`config.mk`:
```
export PLATFORM = sky130hd
export DESIGN_NAME = cnn_frame_ctrl
export DESIGN_NICKNAME = d
export VERILOG_FILES = /design/src/rtl/cnn_frame_ctrl_pkg.sv /design/src/rtl/cnn_frame_ctrl_cfg_shadow.sv /design/src/rtl/cnn_frame_ctrl.sv
export SDC_FILE = /design/constraint.sdc
export NUM_CORES = 1
export LEC_CHECK = 0
export BUFFER_PORTS_ARGS = -buffer_cell sky130_fd_sc_hd__clkbuf_2
export CAP_MARGIN = 10
export CORE_MARGIN = 5
export CORE_UTILIZATION = 57
export CTS_BUF_LIST = sky130_fd_sc_hd__clkbuf_8
export CTS_CLUSTER_SIZE = 14
export DETAILED_ROUTE_END_ITERATION = 7
export PLACE_DENSITY = 0.91
export SLEW_MARGIN = 15
export SYNTH_ARGS = -nofsm -noshare
export SYNTH_HDL_FRONTEND = slang
export SYNTH_SLANG_ARGS = --single-unit
export TNS_END_PERCENT = 30
```
`constraint.sdc`:
```
create_clock -name clk -period 3 [get_ports clk]
set_input_delay 0.3 -clock clk [delete_from_list [all_inputs] [get_ports clk]]
set_output_delay 0.3 -clock clk [all_outputs]
set_load 0.1 [all_outputs]
```
`src/rtl/cnn_frame_ctrl_pkg.sv`:
```
`default_nettype none
// ============================================================================
//  Module  : cnn_frame_ctrl_pkg
//  Purpose : Shared definitions for the stage-1 frame sequencer: stage-1
//            core widths, shadow image size, FSM state encoding and helper
//            functions for derived sizes.
//  Macros  : none (the timeout option CNN_CTRL_TIMEOUT_EN lives in the top)
//  Rev     : 1.0  initial release
// ============================================================================
package cnn_frame_ctrl_pkg;

   // Stage-1 core geometry and field widths.
   localparam int ST1_CO   = 3;
   localparam int ST1_CI   = 1;
   localparam int KX       = 3;
   localparam int KY       = 3;
   localparam int ST1_W_BW = 8;
   localparam int ST1_B_BW = 16;

   // Shadow image layout: weights in the low bits, biases on top.
   localparam int W_BITS  = ST1_CO * ST1_CI * KX * KY * ST1_W_BW;
   localparam int B_BITS  = ST1_CO * ST1_B_BW;
   localparam int CFG_TOT = W_BITS + B_BITS;

   typedef enum logic [2:0] {
      ST_IDLE   = 3'd0,
      ST_CLR    = 3'd1,
      ST_STREAM = 3'd2,
      ST_DRAIN  = 3'd3,
      ST_DONE   = 3'd4
   } state_e;

   // Number of valid convolution outputs for a frame (no padding, stride 1).
   function automatic int calc_n_out(input int w, input int h, input int k);
      return (w - k + 1) * (h - k + 1);
   endfunction

   // Number of config words needed to cover the whole shadow image.
   function automatic int calc_words(input int tot, input int bw);
      return (tot + bw - 1) / bw;
   endfunction

   localparam int N_OUT = calc_n_out(28, 28, KX);

endpackage
`default_nettype wire

```
`src/rtl/cnn_frame_ctrl_cfg_shadow.sv`:
```
`default_nettype none
// ============================================================================
//  Module  : cnn_cfg_shadow
//  Purpose : Word-indexed weight/bias shadow register. Word k of a load is
//            written to shadow[k*CFG_BW +: CFG_BW] (the last word truncated
//            at CFG_TOT). o_cfg_ok rises the cycle after the final word and
//            further words are ignored until the next i_first.
//  Ports   : clk, reset        clock, synchronous active-high reset
//            i_wr_en           config word strobe (already gated to IDLE)
//            i_first           word is word 0 of a new load
//            i_data[CFG_BW]    config word
//            o_shadow[CFG_TOT] shadow image
//            o_cfg_ok          full image loaded
//  Rev     : 1.0  initial release
// ============================================================================
module cnn_cfg_shadow
   import cnn_frame_ctrl_pkg::*;
#(
   parameter int CFG_BW  = 32,
   parameter int CFG_TOT = 264
) (
   input  logic               clk,
   input  logic               reset,
   input  logic               i_wr_en,
   input  logic               i_first,
   input  logic [CFG_BW-1:0]  i_data,
   output logic [CFG_TOT-1:0] o_shadow,
   output logic               o_cfg_ok
);

   localparam int N_WORDS = calc_words(CFG_TOT, CFG_BW);
   localparam int IDX_BW  = $clog2(N_WORDS + 1);

   logic [IDX_BW-1:0]  idx_q, idx_d;
   logic               ok_q, ok_d;
   logic [CFG_TOT-1:0] shadow_q, shadow_d;
   logic [IDX_BW-1:0]  w_wr_idx;
   logic               w_wr;
   logic [CFG_TOT-1:0] w_rep;
   logic [CFG_TOT-1:0] w_mask;

   // A first-word strobe always restarts at word 0, even after a full load.
   assign w_wr_idx = i_first ? '0 : idx_q;
   assign w_wr     = i_wr_en & (i_first | ~ok_q);

   // The config word replicated across the image, and a mask selecting the
   // bits of the word currently addressed; the top word is naturally cut
   // off at CFG_TOT.
   for (genvar b = 0; b < CFG_TOT; b++) begin : g_bit
      assign w_rep[b]  = i_data[b % CFG_BW];
      assign w_mask[b] = (w_wr_idx == IDX_BW'(b / CFG_BW));
   end

   always_comb begin
      idx_d    = idx_q;
      ok_d     = ok_q;
      shadow_d = shadow_q;
      if (w_wr) begin
         shadow_d = (shadow_q & ~w_mask) | (w_rep & w_mask);
         idx_d    = w_wr_idx + 1'b1;
         ok_d     = (w_wr_idx == IDX_BW'(N_WORDS - 1));
      end
   end

   always_ff @(posedge clk) begin
      if (reset) begin
         idx_q    <= '0;
         ok_q     <= 1'b0;
         shadow_q <= '0;
      end else begin
         idx_q    <= idx_d;
         ok_q     <= ok_d;
         shadow_q <= shadow_d;
      end
   end

   assign o_shadow = shadow_q;
   assign o_cfg_ok = ok_q;

endmodule
`default_nettype wire

```
`src/rtl/cnn_frame_ctrl.sv`:
```
`default_nettype none
// ============================================================================
//  Module  : cnn_frame_ctrl
//  Purpose : Frame sequencer for the stage-1 convolution core. Holds the
//            weight/bias shadow image, and per frame clears the core, streams
//            IMG_W*IMG_H pixels from frame RAM, then counts the core's output
//            valid pulses before reporting done.
//  Macro   : CNN_CTRL_TIMEOUT_EN - enables the DRAIN idle timeout (TMO_CYC);
//            when undefined o_err is constant 0 and DRAIN waits indefinitely.
//  Ports   : clk, reset                  clock, synchronous active-high reset
//            i_cfg_valid/first/data      config word port
//            o_cfg_ok                    shadow image complete
//            o_cnn_weight, o_cnn_bias    shadow fields to the core
//            i_start, i_abort            frame start / abort
//            o_rd_en, o_rd_addr, i_rd_data  frame RAM read port (1-cycle)
//            o_core_rst_n                active-low clear to the core
//            o_in_valid, o_in_fmap       pixel stream to the core
//            i_ot_valid                  core output valid
//            o_busy, o_done, o_err       status to system controller
//  Rev     : 1.0  initial release
// ============================================================================
module cnn_frame_ctrl
   import cnn_frame_ctrl_pkg::*;
#(
   parameter int IMG_W   = 28,
   parameter int IMG_H   = 28,
   parameter int KW      = 3,
   parameter int PIX_BW  = 8,
   parameter int ADDR_BW = 10,
   parameter int CFG_BW  = 32,
   parameter int TMO_CYC = 4096
) (
   input  logic              clk,
   input  logic              reset,
   input  logic              i_cfg_valid,
   input  logic              i_cfg_first,
   input  logic [CFG_BW-1:0] i_cfg_data,
   output logic              o_cfg_ok,
   output logic [W_BITS-1:0] o_cnn_weight,
   output logic [B_BITS-1:0] o_cnn_bias,
   input  logic              i_start,
   input  logic              i_abort,
   output logic              o_rd_en,
   output logic [ADDR_BW-1:0] o_rd_addr,
   input  logic [PIX_BW-1:0] i_rd_data,
   output logic              o_core_rst_n,
   output logic              o_in_valid,
   output logic [PIX_BW-1:0] o_in_fmap,
   input  logic              i_ot_valid,
   output logic              o_busy,
   output logic              o_done,
   output logic              o_err
);

   localparam int N_PIX     = IMG_W * IMG_H;
   localparam int N_OUT_CUR = calc_n_out(IMG_W, IMG_H, KW);
   localparam int OCNT_BW   = $clog2(N_OUT_CUR + 1);

   state_e              state_q, state_d;
   logic [ADDR_BW-1:0]  addr_q, addr_d;
   logic [OCNT_BW-1:0]  out_cnt_q, out_cnt_d;
   logic                in_valid_q;
   logic                core_rst_n_q;
   logic                err_q, err_d;
   logic                w_tmo_hit;
   logic [CFG_TOT-1:0]  w_shadow;
   logic                w_cfg_wr;

   // Config writes only in IDLE, so the core sees a stable image mid-frame.
   assign w_cfg_wr = i_cfg_valid & (state_q == ST_IDLE);

   cnn_cfg_shadow #(
      .CFG_BW  (CFG_BW),
      .CFG_TOT (CFG_TOT)
   ) u_shadow (
      .clk      (clk),
      .reset    (reset),
      .i_wr_en  (w_cfg_wr),
      .i_first  (i_cfg_first),
      .i_data   (i_cfg_data),
      .o_shadow (w_shadow),
      .o_cfg_ok (o_cfg_ok)
   );

   assign o_cnn_weight = w_shadow[W_BITS-1:0];
   assign o_cnn_bias   = w_shadow[CFG_TOT-1 -: B_BITS];

`ifdef CNN_CTRL_TIMEOUT_EN
   localparam int TMO_BW = $clog2(TMO_CYC + 1);

   logic [TMO_BW-1:0] tmo_q, tmo_d;

   // Counts DRAIN cycles since the last output valid; the valid cycle itself
   // counts as 1 so the hit lands TMO_CYC cycles after the last pulse.
   always_comb begin
      tmo_d = '0;
      if (state_q == ST_DRAIN && !i_abort) begin
         tmo_d = i_ot_valid ? TMO_BW'(1) : tmo_q + 1'b1;
      end
   end

   assign w_tmo_hit = (state_q == ST_DRAIN) && (tmo_d == TMO_BW'(TMO_CYC));

   always_ff @(posedge clk) begin
      if (reset) begin
         tmo_q <= '0;
      end else begin
         tmo_q <= tmo_d;
      end
   end
`else
   assign w_tmo_hit = 1'b0;
`endif

   always_comb begin
      state_d   = state_q;
      addr_d    = addr_q;
      out_cnt_d = out_cnt_q;
      err_d     = 1'b0;

      // Output pulses saturate at N_OUT; extras are dropped.
      if ((state_q == ST_STREAM || state_q == ST_DRAIN) && i_ot_valid &&
          out_cnt_q != OCNT_BW'(N_OUT_CUR)) begin
         out_cnt_d = out_cnt_q + 1'b1;
      end

      case (state_q)
         ST_IDLE: begin
            if (i_start && o_cfg_ok && !i_abort) begin
               state_d = ST_CLR;
            end
         end
         ST_CLR: begin
            addr_d    = '0;
            out_cnt_d = '0;
            state_d   = ST_STREAM;
         end
         ST_STREAM: begin
            if (addr_q == ADDR_BW'(N_PIX - 1)) begin
               addr_d  = '0;
               state_d = ST_DRAIN;
            end else begin
               addr_d = addr_q + 1'b1;
            end
         end
         ST_DRAIN: begin
            if (out_cnt_q == OCNT_BW'(N_OUT_CUR)) begin
               state_d = ST_DONE;
            end else if (w_tmo_hit) begin
               state_d = ST_DONE;
               err_d   = 1'b1;
            end
         end
         ST_DONE: begin
            state_d = ST_IDLE;
         end
         default: begin
            state_d = ST_IDLE;
         end
      endcase

      if (i_abort && state_q != ST_IDLE) begin
         state_d   = ST_IDLE;
         addr_d    = '0;
         out_cnt_d = '0;
         err_d     = 1'b0;
      end
   end

   always_ff @(posedge clk) begin
      if (reset) begin
         state_q      <= ST_IDLE;
         addr_q       <= '0;
         out_cnt_q    <= '0;
         in_valid_q   <= 1'b0;
         core_rst_n_q <= 1'b0;
         err_q        <= 1'b0;
      end else begin
         state_q      <= state_d;
         addr_q       <= addr_d;
         out_cnt_q    <= out_cnt_d;
         // RAM data arrives one cycle after the read; an abort kills it.
         in_valid_q   <= (state_q == ST_STREAM) && !i_abort;
         core_rst_n_q <= (state_d != ST_CLR);
         err_q        <= err_d;
      end
   end

   assign o_rd_en      = (state_q == ST_STREAM);
   assign o_rd_addr    = addr_q;
   assign o_in_valid   = in_valid_q;
   assign o_in_fmap    = i_rd_data;
   assign o_core_rst_n = core_rst_n_q;
   assign o_busy       = (state_q != ST_IDLE);
   assign o_done       = (state_q == ST_DONE);
   assign o_err        = err_q;

endmodule
`default_nettype wire
```
# Word-level counts from Yosys, hierarchy flattened
# Index checks and enable logic that the tools add are counted.
# word_totals
reg_bits	294
input_bits	47
out_inout_bits	289
wordCells	57
# op_classes
addsub	3
eq_ne	16
n_mux	8
bitwise_logic	8
n_reduce_logical	14
# op_table
operator	n
$and 264x264->264	2
$not 264->264	1
$or 264x264->264	1
$add 10x1->10 const B	2
$eq 10x10->1 const B	2
$pmux 10 s2	1
$eq 4x3->1 const B	4
$mux 3	4
$pmux 3 s4	1
$mux 10	1
$ne 10x10->1 const B	1
$eq 4x2->1 const B	2
$eq 3x2->1 const B	2
$logic_and 1x1->1	6
$add 4x1->4 const B	1
$eq 4x1->1 const B	1
$eq 4x4->1 const B	1
$logic_not 4->1	1
$mux 4	1
$eq 3x1->1 const B	1
$eq 3x3->1 const B	1
$logic_not 3->1	1
$ne 3x1->1 const B	1
$reduce_bool 3->1	1
other kinds (8)	9

# Longest topological paths before layout
# logic_depth
word_depth	6
depth_mapped	9
ltp_nobuf	6

# Cells and area by module
# A second synthesis with hierarchy kept.
# hier_totals
hier_cells	1230
hier_area_um2	11872.6
# modules_own_cells
mod	instances	cells_per_inst	area_each_um2	seq_area_each_um2
cnn_cfg_shadow	1	1062	10435.0	5385.2
cnn_frame_ctrl	1	168	1437.6	500.5

# Least setup slack after synthesis
# OpenSTA, ideal clock, no wires.
# synth_timing
kind	register to output
startpoint	register state_q[2]
endpoint	output port o_done
arrival_ns	2.803
required_ns	2.700
setup_slack_ns	-0.103
stages_incl_launch_ff	4
n_path_buf	1
cell_sequence	dfxtp_1 > clkbuf_1 > inv_1 > nor3_1
# synth_via
elab_chain_len	1
# synth_lines
item	line_no	source
start: declaration	cnn_frame_ctrl.sv:59	state_e state_q, state_d;
start signal: assignment	cnn_frame_ctrl.sv:179	state_q <= state_d;
$eq 3x3->1	cnn_frame_ctrl.sv:195	assign o_done = (state_q == ST_DONE);
end: declaration	cnn_frame_ctrl.sv:51	output logic o_done,
# No other way between the ends.

# Worst setup path in the final report
# layout_timing
startpoint	register state_q[1]
endpoint	output port o_rd_en
# layout_via
elab_chain_len	1
# layout_lines
item	line_no	source
$eq 3x2->1	cnn_frame_ctrl.sv:189	assign o_rd_en = (state_q == ST_STREAM);
end: declaration	cnn_frame_ctrl.sv:43	output logic o_rd_en,
# No other way between the ends.

==> summary.txt <==
Post-synth EDFFs: 0
clk_skew: 0.0199 ns
Post-CTS Setup Inserts: 0
FF+latch count, synth: 294
critical path data required time: 2.70 ns
syn avg cell area: 8.31 µm²
CTS buffer count: 45
CTS tree: yes
dpl hpwl: 22600 µm
Final ANT Viol Nets: 0
Hold Crit Class: primary input to register
fin nets: 1637
Setup CP Type: register to output port
First-pass DRT Iterations: 6
Clk Latency, worst-skew pair: 0.55 ns
initial antenna violation count: 0
first-pass GRT wire length: 51800 µm
vias per inst: 5.52
Port Buffers: 318
total gr overflow: 0
row count: 50
Seq/Total Area, Yosys: 53.7%
Highest Clock Rate: 388 MHz
die height: 149 µm
initial core utilization: 58.2%
worst vdd ir: 0.445 mV
gr usage total: 29.1%
initial drt markers: 714
die area: 22100 µm²
Pwr per Cell Area: 579 nW/µm²
clock slew seen by the registers of the worst setup and hold paths: 0.06 ns
FFs w/ async S/R, synth: 0%
Max Buffers Root-to-Sink: 3
total wire length: 33800 µm
Final Hold Viols: 0
final setup violation count: 0
final critical-path share of the clock period: 85.9%
status: completed
crit path launch type: register
n_diodes: 0
clock root cell: clkbuf_8
fin crit period: 2.58 ns
Synthesized Nets: 1374
post-layout util: 71.6%
RSZ-0062 raised after global routing: no
commonest non-fill, non-tap cell in the layout: nand2_1
setup TNS: 0 ns
Synth Instances: 1320
P&R area growth vs syn: 22.9%
mapped cell area: 11000 µm²
crit path capture type: output port
most frequent cells in the layout: nand2_1 (401), clkbuf_2 (317), dfxtp_1 (294)
Die Span X: 149 µm
hold_sp: i_cfg_data[12]
CP Data Arrival Time: 2.28 ns
Ports: 336
Synth cell types: 48
Lkg Pwr: 6.15 nW
vias in the first global route: 9904
Std-Cell Core Area: 18800 µm²
Residual DRC: 0
Max Cap Viol: 0
largest net degree at the start of global routing: 154
Main synth FF type: dfxtp_1
Routed WL per cell: 18.0 µm
Worst-Margin Slew: 0.754 ns
max-slew violations: 0
DR vias: 10.4k
fillcell total: 1363
worst-path fanout max: 14
CTS H-tree lvls: 2
GP Congestion: 0.901
CP startpoint: state_q[1]
clk sinks: 294
worst r2r src: state_q[1]
layout cells sized above 1: 25.6%
Max-slew headroom: 49.6%
Yosys warnings: 0
[cells by family after synthesis]
group,Yosys count,synth area share [%]
fa+ha+maj,7,0.799
mux,75,6.86
other cells,1,0.0342
simple gates,567,21.6
xor+xnor,8,0.639
flops,294,53.7
compound gates,227,10.9
buf+inv,141,5.53
[routing by layer]
layer  share of wire (%)  up-vias  routed length, µm  track usage (%)
met5                   0        -                  0                0
li1                    -     4847                  -                -
met3                  10      134               3480             8.65
met2                  47      568              16000             48.7
met1                  38     4809              12700             34.2
met4                 4.7        0               1600             14.3
[layout make-up]
| type | count | area [µm²] | share of cell area (%) |
|---|---|---|---|
| sequential | 294 | 5890 | 43.7 |
| multi-input combinational | 885 | 4480 | 33.2 |
| timing repair buffer | 346 | 1880 | 13.9 |
| clock buffer | 55 | 757 | 5.62 |
| tap | 260 | 325 | 2.41 |
| clock inverter | 25 | 109 | 0.808 |
| inverter | 11 | 46.3 | 0.344 |
[where the power goes]
group,switching [W],internal [W]
Sequential,0.0000248,0.00395
Clock,0.00150,0.00166
Combinational,0.000568,0.000101
[repair_timing]
action                                  4_1_cts  5_1_grt
resized for setup                             0        0
hold buffers                                  1        0
endpoints found under the setup margin        0        0
endpoints found under the hold margin         2        0
[metrics by stage]
| stage | power, W | std cells | setup WS (ns) | instance area, µm² | hold slack [ns] |
|---|---|---|---|---|---|
| floorplan | 0.00462 | 1320 | 0.508 | 11000 | 0.376 |
| global placement | 0.00471 | 1795 | 0.845 | 12600 | 0.441 |
| detailed placement | 0.00472 | 1795 | 0.688 | 12600 | 0.445 |
| CTS | 0.00784 | 1876 | 0.410 | 13500 | 0.0944 |
| global route | 0.00807 | 1876 | 0.337 | 13500 | 0.103 |
| finish | 0.00780 | 1876 | 0.424 | 13500 | 0.113 |
[critical path, cell delays in order, from the launching register on]
cell and delay (ns):
dfxtp_1 0.62, or3b_1 0.54, clkinv_4 0.11, clkbuf_2 0.46
[synth_stat cells, types with 2 or more instances]
cell	count	share of area (%)
and3_1	4	0.23
nor3_1	7	0.32
mux2i_1	74	6.8
a311oi_1	2	0.16
a31o_1	2	0.16
nor4_1	2	0.11
o21ai_0	4	0.18
nand2_1	401	14
ha_1	7	0.80
buf_4	10	0.68
xor2_1	3	0.24
clkbuf_1	92	3.1
xnor2_1	5	0.40
nand3b_1	3	0.21
nand2b_1	3	0.17
dfxtp_1	294	54
nor2b_1	4	0.23
buf_2	28	1.3
a21oi_1	203	9.3
nor2_1	92	3.1
or3b_1	3	0.24
nor4b_1	2	0.16
nand3_1	13	0.59
and4_1	8	0.64
inv_1	10	0.34
nand4_1	12	0.68
nor4bb_1	2	0.18
a31oi_1	7	0.40
or3_1	4	0.23
[final timing paths]
kind	end	slack (ns)	cells past startpoint
worst max-delay path	o_rd_en	0.42	3
worst min-delay path	register	0.11	3
worst max register to register	o_rd_addr[6]	0.67	5
worst min register to register	register	0.45	2
(Power assumes the default switching activity.)
